$ cat config.mk
export PLATFORM = sky130hd
export DESIGN_NAME = div_32
export DESIGN_NICKNAME = d
export VERILOG_FILES = /design/src/rtl/div_32_pkg.sv /design/src/rtl/div_32_step.sv /design/src/rtl/div_32.sv
export SDC_FILE = /design/constraint.sdc
export NUM_CORES = 1
export LEC_CHECK = 0
export CAP_MARGIN = 20
export CORE_MARGIN = 2
export CORE_UTILIZATION = 30
export DETAILED_ROUTE_END_ITERATION = 6
export HOLD_SLACK_MARGIN = 0.12
export PLACE_DENSITY_LB_ADDON = 0.25
export SETUP_SLACK_MARGIN = 0.5
export SYNTH_ARGS = -nofsm -noshare
export SYNTH_HDL_FRONTEND = slang
export SYNTH_SLANG_ARGS = --single-unit
$ cat constraint.sdc
create_clock -name clock -period 6.4 [get_ports clock]
set_input_delay 1.6 -clock clock [delete_from_list [all_inputs] [get_ports clock]]
set_output_delay 1.6 -clock clock [all_outputs]
set_load 0.03 [all_outputs]
$ cat src/rtl/div_32_pkg.sv
// Shared definitions for the div_32 multicycle signed divider.
// Holds the controller state encoding and the default datapath width.
package div_32_pkg;

  localparam int DIV_WIDTH = 32;

  typedef enum logic [1:0] {
    IDLE = 2'd0,
    RUN  = 2'd1,
    FIX  = 2'd2,
    DONE = 2'd3
  } div_state_e;

endpackage

$ cat src/rtl/div_32_step.sv
// One restoring-division step: shift in the next dividend bit, trial-subtract
// the divisor with a WIDTH+1-bit carry-lookahead subtractor, keep or restore.
module div_step #(
  parameter int WIDTH = 32
) (
  input  logic [WIDTH-1:0] rem_i,
  input  logic             bit_i,
  input  logic [WIDTH-1:0] divisor_i,
  output logic [WIDTH-1:0] rem_o,
  output logic             q_o
);

  localparam int N  = WIDTH + 1;
  localparam int NG = (N + 3) / 4;

  logic [N-1:0]  a_w;
  logic [N-1:0]  bn_w;
  logic [N-1:0]  p_w;
  logic [N-2:0]  g_w;
  logic [N-1:0]  c_w;
  logic [N-1:0]  diff_w;
  logic [NG-1:0] gc_w;
  logic [NG-2:0] grp_g_w;
  logic [NG-2:0] grp_p_w;

  // a - b computed as a + ~b + 1; the +1 enters as the carry into group 0
  assign a_w    = {rem_i, bit_i};
  assign bn_w   = ~{1'b0, divisor_i};
  assign p_w    = a_w ^ bn_w;
  assign g_w    = a_w[N-2:0] & bn_w[N-2:0];
  assign gc_w[0] = 1'b1;

  for (genvar gi = 0; gi < NG; gi++) begin : g_grp
    localparam int B = 4 * gi;
    if (gi > 0) begin : g_gc
      assign gc_w[gi] = grp_g_w[gi-1] | (grp_p_w[gi-1] & gc_w[gi-1]);
    end
    if (gi < NG - 1) begin : g_gp
      assign grp_g_w[gi] = g_w[B+3] | (p_w[B+3] & g_w[B+2])
                         | (p_w[B+3] & p_w[B+2] & g_w[B+1])
                         | (p_w[B+3] & p_w[B+2] & p_w[B+1] & g_w[B]);
      assign grp_p_w[gi] = &p_w[B+3:B];
    end
    assign c_w[B] = gc_w[gi];
    if (B + 1 < N) begin : g_c1
      assign c_w[B+1] = g_w[B] | (p_w[B] & gc_w[gi]);
    end
    if (B + 2 < N) begin : g_c2
      assign c_w[B+2] = g_w[B+1] | (p_w[B+1] & g_w[B])
                      | (p_w[B+1] & p_w[B] & gc_w[gi]);
    end
    if (B + 3 < N) begin : g_c3
      assign c_w[B+3] = g_w[B+2] | (p_w[B+2] & g_w[B+1])
                      | (p_w[B+2] & p_w[B+1] & g_w[B])
                      | (p_w[B+2] & p_w[B+1] & p_w[B] & gc_w[gi]);
    end
  end

  assign diff_w = p_w ^ c_w;
  assign q_o    = ~diff_w[N-1];
  // The kept remainder is always below the divisor, so WIDTH bits suffice.
  assign rem_o  = q_o ? diff_w[WIDTH-1:0] : a_w[WIDTH-1:0];

endmodule

$ cat src/rtl/div_32.sv
// Multicycle signed divider: magnitudes are divided one restoring step per
// cycle, then signs are fixed up (quotient toward zero, remainder follows A).
module div_32
  import div_32_pkg::*;
#(
  parameter int WIDTH = DIV_WIDTH
) (
  input  logic             clock,
  input  logic             reset,
  input  logic             ctrl_DIV,
  input  logic [WIDTH-1:0] data_operandA,
  input  logic [WIDTH-1:0] data_operandB,
  output logic [WIDTH-1:0] data_result,
  output logic [WIDTH-1:0] data_remainder,
  output logic             data_exception,
  output logic             data_resultRDY,
  output logic             busy
);

  localparam int CNT_W = $clog2(WIDTH);
  localparam logic [CNT_W-1:0] CNT_LAST = CNT_W'(WIDTH - 1);

  function automatic logic [WIDTH-1:0] neg(input logic [WIDTH-1:0] x);
    return ~x + WIDTH'(1);
  endfunction

  // As an unsigned WIDTH-bit value, |-2^(W-1)| = 2^(W-1) is exact.
  function automatic logic [WIDTH-1:0] mag(input logic [WIDTH-1:0] x);
    return x[WIDTH-1] ? neg(x) : x;
  endfunction

  div_state_e       state_q;
  logic [CNT_W-1:0] cnt_q;
  logic [WIDTH-1:0] dvd_q, dsr_q, rem_q;
  logic [WIDTH-1:0] result_q, remainder_q;
  logic             qneg_q, rneg_q, ovf_q;
  logic             exc_q, rdy_q, busy_q;
  logic [WIDTH-1:0] rem_d;
  logic             qbit_d;
  logic             ovf_d;

  assign ovf_d = (data_operandA == {1'b1, {(WIDTH-1){1'b0}}}) && (&data_operandB);

  div_step #(.WIDTH(WIDTH)) u_step (
    .rem_i     (rem_q),
    .bit_i     (dvd_q[WIDTH-1]),
    .divisor_i (dsr_q),
    .rem_o     (rem_d),
    .q_o       (qbit_d)
  );

  always_ff @(posedge clock) begin
    if (!reset) begin
      state_q     <= IDLE;
      cnt_q       <= '0;
      dvd_q       <= '0;
      dsr_q       <= '0;
      rem_q       <= '0;
      result_q    <= '0;
      remainder_q <= '0;
      qneg_q      <= 1'b0;
      rneg_q      <= 1'b0;
      ovf_q       <= 1'b0;
      exc_q       <= 1'b0;
      rdy_q       <= 1'b0;
      busy_q      <= 1'b0;
    end else begin
      rdy_q  <= 1'b0;
      busy_q <= ctrl_DIV || (state_q != IDLE);
      // A new start always wins, aborting whatever was in flight.
      if (ctrl_DIV) begin
        dvd_q  <= mag(data_operandA);
        dsr_q  <= mag(data_operandB);
        rem_q  <= '0;
        cnt_q  <= '0;
        qneg_q <= data_operandA[WIDTH-1] ^ data_operandB[WIDTH-1];
        rneg_q <= data_operandA[WIDTH-1];
        ovf_q  <= ovf_d;
        if (data_operandB == '0) begin
          result_q    <= '0;
          remainder_q <= data_operandA;
          exc_q       <= 1'b1;
          state_q     <= DONE;
        end else begin
          state_q <= RUN;
        end
      end else begin
        case (state_q)
          RUN: begin
            rem_q <= rem_d;
            dvd_q <= {dvd_q[WIDTH-2:0], qbit_d};
            cnt_q <= cnt_q + CNT_W'(1);
            if (cnt_q == CNT_LAST) state_q <= FIX;
          end
          FIX: begin
            result_q    <= qneg_q ? neg(dvd_q) : dvd_q;
            remainder_q <= rneg_q ? neg(rem_q) : rem_q;
            exc_q       <= ovf_q;
            state_q     <= DONE;
          end
          DONE: begin
            rdy_q   <= 1'b1;
            state_q <= IDLE;
          end
          default: state_q <= IDLE;
        endcase
      end
    end
  end

  assign data_result    = result_q;
  assign data_remainder = remainder_q;
  assign data_exception = exc_q;
  assign data_resultRDY = rdy_q;
  assign busy           = busy_q;

endmodule

==> run_results.csv <==
group,metric,value,unit
status,status,"finished clean",
logic_synthesis,synth_top_area_share,0.303,
worst_setup_path,worstPathCellList,"clkdlybuf4s50_1, inv_1, ha_1, or4b_4, nor4b_4, nand3_2, or4_4, or4b_4, nand2_1, buf_4, nand2_1, a21boi_0",
timing,max_freq,187,MHz
logic_synthesis,synthArstFlopShare,0,
power,p_leak,5.35,nW
floorplan,core,37600,µm²
power,peakVddDrop,0.142,mV
global_routing,grt_max_degree,88,
floorplan,core.rowCount,71,
flow_run,drv_cap,0,
worst_setup_path,critPathSlowestCell,"or4b_4",
logic_synthesis,syn_nets,1541,
worst_setup_path,timing_worst_setup_path_type,"in -> reg",
global_routing,antenna_found_initial,0,
min_path,hold_path.class,"reg -> reg",
power,p_total,0.00294,W
timing,fin_tns_setup,0,ns
placed_design,dp_hpwl,24.0,mm
logic_synthesis,ys_warn_count,0,
timing,fin_crit_sh,0.837,
timing,rsz0062_at_grt,"no",
worst_setup_path,crit_fanout,34,
worst_setup_path,crit_required,6.76,ns
placed_design,place_congestion,0.808,
finish,area_growth,19.9,%
timing,finalSetupViolations,0,
cts,cts_sinks,173,
detailed_routing,ant_nets,0,
power,pwr-share-clk,0.352,
floorplan,die_area,39600,µm²
detailed_routing,vias_per_cell,4.95,
worst_setup_path,crit_arrival,5.72,ns
timing,period_needed,5.36,ns
power,p_sw,0.000945,W
floorplan,fp.dieW,199,µm
cts,numCtsBuffers,17,
worst_setup_path,crit_family,"simple AND/OR/NAND/NOR gates",
floorplan,io_pins,134,
timing,hold_viol,0,
logic_synthesis,ys_seq_elements,173,
global_routing,grt_pass1_wl,51.7,mm
logic_synthesis,syn_area,11400,µm²
placed_design,portBuffers,133,
floorplan,initial_core_util,0.304,
floorplan,die_y,199,µm
logic_synthesis,synthCells,1423,
finish,drive_above_1_share,0.0452,
cts,hold_buffers,0,
global_routing,overflow,0,
detailed_routing,drtPass1Iterations,5,
cts,h-tree-depth,4,
cts,post_cts_resized,0,
timing,relSlewSlack,0.320,
worst_setup_path,path_buf_inv,3,
logic_synthesis,avgSynthCellArea,8.03,µm²
worst_setup_path,cp-start-kind,"primary input",
timing,maxSlewViolCount,0,
global_routing,grt_use_total,0.165,
finish,final_nets,1609,
logic_synthesis,synth_edf_count,0,
detailed_routing,via_count,9976,
power,p_per_area,214,nW/µm²
cts,clkTransAtPathRegs,0.08,ns
timing,fin_skew,0.0129,ns
logic_synthesis,synth.area.top_cells,"dfxtp_1 (30%), nand2_1 (7.0%), xor2_1 (5.8%), xnor2_1 (5.3%), o21ai_0 (5.1%)",
logic_synthesis,yosysSeqAreaShare,0.303,
worst_setup_path,critPathMaxStageDelay,0.76,ns
finish,antenna_cells,0,
cts,clk_latency,0.44,ns
global_routing,grt_pass1_vias,9407,
logic_synthesis,synth_cell_types,60,
detailed_routing,drt_iter0_markers,533,
power,swShare,0.322,
power,pwr-share-comb,0.241,
power,internal_power,0.00199,W
timing,fin_ws,1.04,ns
cts,tritoncts,"yes",
logic_synthesis,yosysTopAreaCell,"dfxtp_1",
detailed_routing,drt-total-wl,32.2,mm
power,seqPwrFrac,0.407,
placed_design,dp_slack,0.586,ns
logic_synthesis,ys.flop_type,"dfxtp_1",
cts,postCtsSetupRepairBufs,0,
cts,clockBufferDepth,2,
cts,cts_root_buffer,"clkbuf_16",
worst_setup_path,cp-end-kind,"flip-flop",
detailed_routing,drt-wirelength-per-cell,16.0,µm
detailed_routing,drcViolationCount,0,
timing,tightest_slew,1.02,ns
-- per-stage QoR --
step / hold slack, ns / util / instances / cell area, µm²
3_5_place_dp: 0.436 / 0.348 / 1982 / 13100
4_1_cts: 0.452 / 0.364 / 2014 / 13700
5_1_grt: 0.477 / 0.364 / 2015 / 13700
6_report: 0.452 / 0.364 / 2015 / 13700
3_3_place_gp: 0.433 / 0.348 / 1982 / 13100
2_1_floorplan: 0.420 / - / 1423 / 11400
-- synth_stat cells, drive strengths merged (2+ instances only) --
master  number
a211oi       4
a21boi      44
a21o         4
a21oi       41
a22oi        5
a311oi       2
a31oi        8
and2        22
and3        10
buf         20
clkbuf      77
dfxtp      173
fa           7
ha          44
inv         67
mux2         3
mux2i       51
nand2      214
nand2b       9
nand3       56
nand4       25
nor2        37
nor2b       14
nor3        25
nor3b        2
nor4        10
nor4b        2
o211a       47
o211ai      15
o21a         3
o21ai      118
o22ai        6
o311ai       2
o31ai       41
o41ai       17
or2          3
or3         26
or4         14
or4b         2
xnor2       69
xor2        75
-- sequential cells by signal, summed over array words and instances (netlist names), 2 cells and up --
| register | flops |
|---|---|
| data_result | 32 |
| cnt_q | 5 |
| state_q | 2 |
| dsr_q | 32 |
| data_remainder | 32 |
| dvd_q | 32 |
| rem_q | 32 |
-- logic make-up (layout without fill, tap and decap cells) --
kind of cell,after synthesis,count (layout),share of synthesized area
AOI/OAI and AO/OA,364,364,0.219
xor gates and xnor gates,144,144,0.110
adders and majority gates,51,51,0.0605
buffers and inverters,165,246,0.0582
DFF,173,173,0.303
muxes,54,54,0.0477
and+or+nand+nor,472,472,0.201
-- worst paths after layout --
check / start / to / slack (ns) / cells after the start
min: ovf_q$_SDFFE_PN0P_ / ovf_q$_SDFFE_PN0P_ / 0.45 / 2
max reg2reg: dsr_q[0]$_SDFFE_PN0P_ / rem_q[9]$_SDFFE_PP0P_ / 2.07 / 12
min reg2reg: ovf_q$_SDFFE_PN0P_ / ovf_q$_SDFFE_PN0P_ / 0.45 / 2
max: data_operandB[0] / data_remainder[6]$_SDFFE_PN0P_ / 1.04 / 12
-- power by group through the flow --
stage          clock network [W]  registers, W  logic [W]
2_1_floorplan                  0       0.00121   0.000505
3_3_place_gp                   0       0.00122   0.000696
3_5_place_dp                   0       0.00122   0.000702
4_1_cts                  0.00106       0.00120   0.000706
5_1_grt                  0.00110       0.00120   0.000792
6_report                 0.00103       0.00119   0.000707
-- layout make-up --
class,count,area [µm²]
Fill cell,3985,23900
Multi-Input combinational cell,1085,7320
Sequential cell,173,3460
Timing Repair Buffer,146,1440
Tap cell,511,639
Clock buffer,19,443
Inverter,68,255
Clock inverter,13,131
-- per-layer routing --
metal	global-route usage	routed length [µm]	up-vias	share of wire
met5	0	0	-	0
met4	0.0431	493	0	0.015
met3	0.0214	1140	23	0.035
met2	0.271	15100	174	0.47
met1	0.226	15600	4612	0.48
li1	-	-	5167	-
-- layout by cell type (no fill, tap or decap), types with 10 or more instances in the layout --
master,n
a21boi_0,44
a21oi_1,41
and2_1,21
and3_1,10
buf_4,14
clkbuf_16,17
clkdlybuf4s50_1,131
dfxtp_1,173
ha_1,43
inv_1,67
mux2i_1,51
nand2_1,213
nand3_1,55
nand4_1,25
nor2_1,37
nor2b_1,13
nor3_1,24
nor4_1,10
o211a_1,47
o211ai_1,15
o21ai_0,117
o31ai_1,36
o41ai_1,17
or3_1,26
or4_1,13
xnor2_1,69
xor2_1,75
-- worst register-to-register path, delay by kind of cell (launching register included) --
kind                       cells  cell delay [ns]
buffers and inverters          2             0.53
muxes                          1             0.25
and+or+nand+nor                2             0.97
adders and majority gates      1             0.31
DFF                            1             0.43
AOI/OAI and AO/OA              6             1.69
Note: power is estimated with default switching activity, not from simulation.
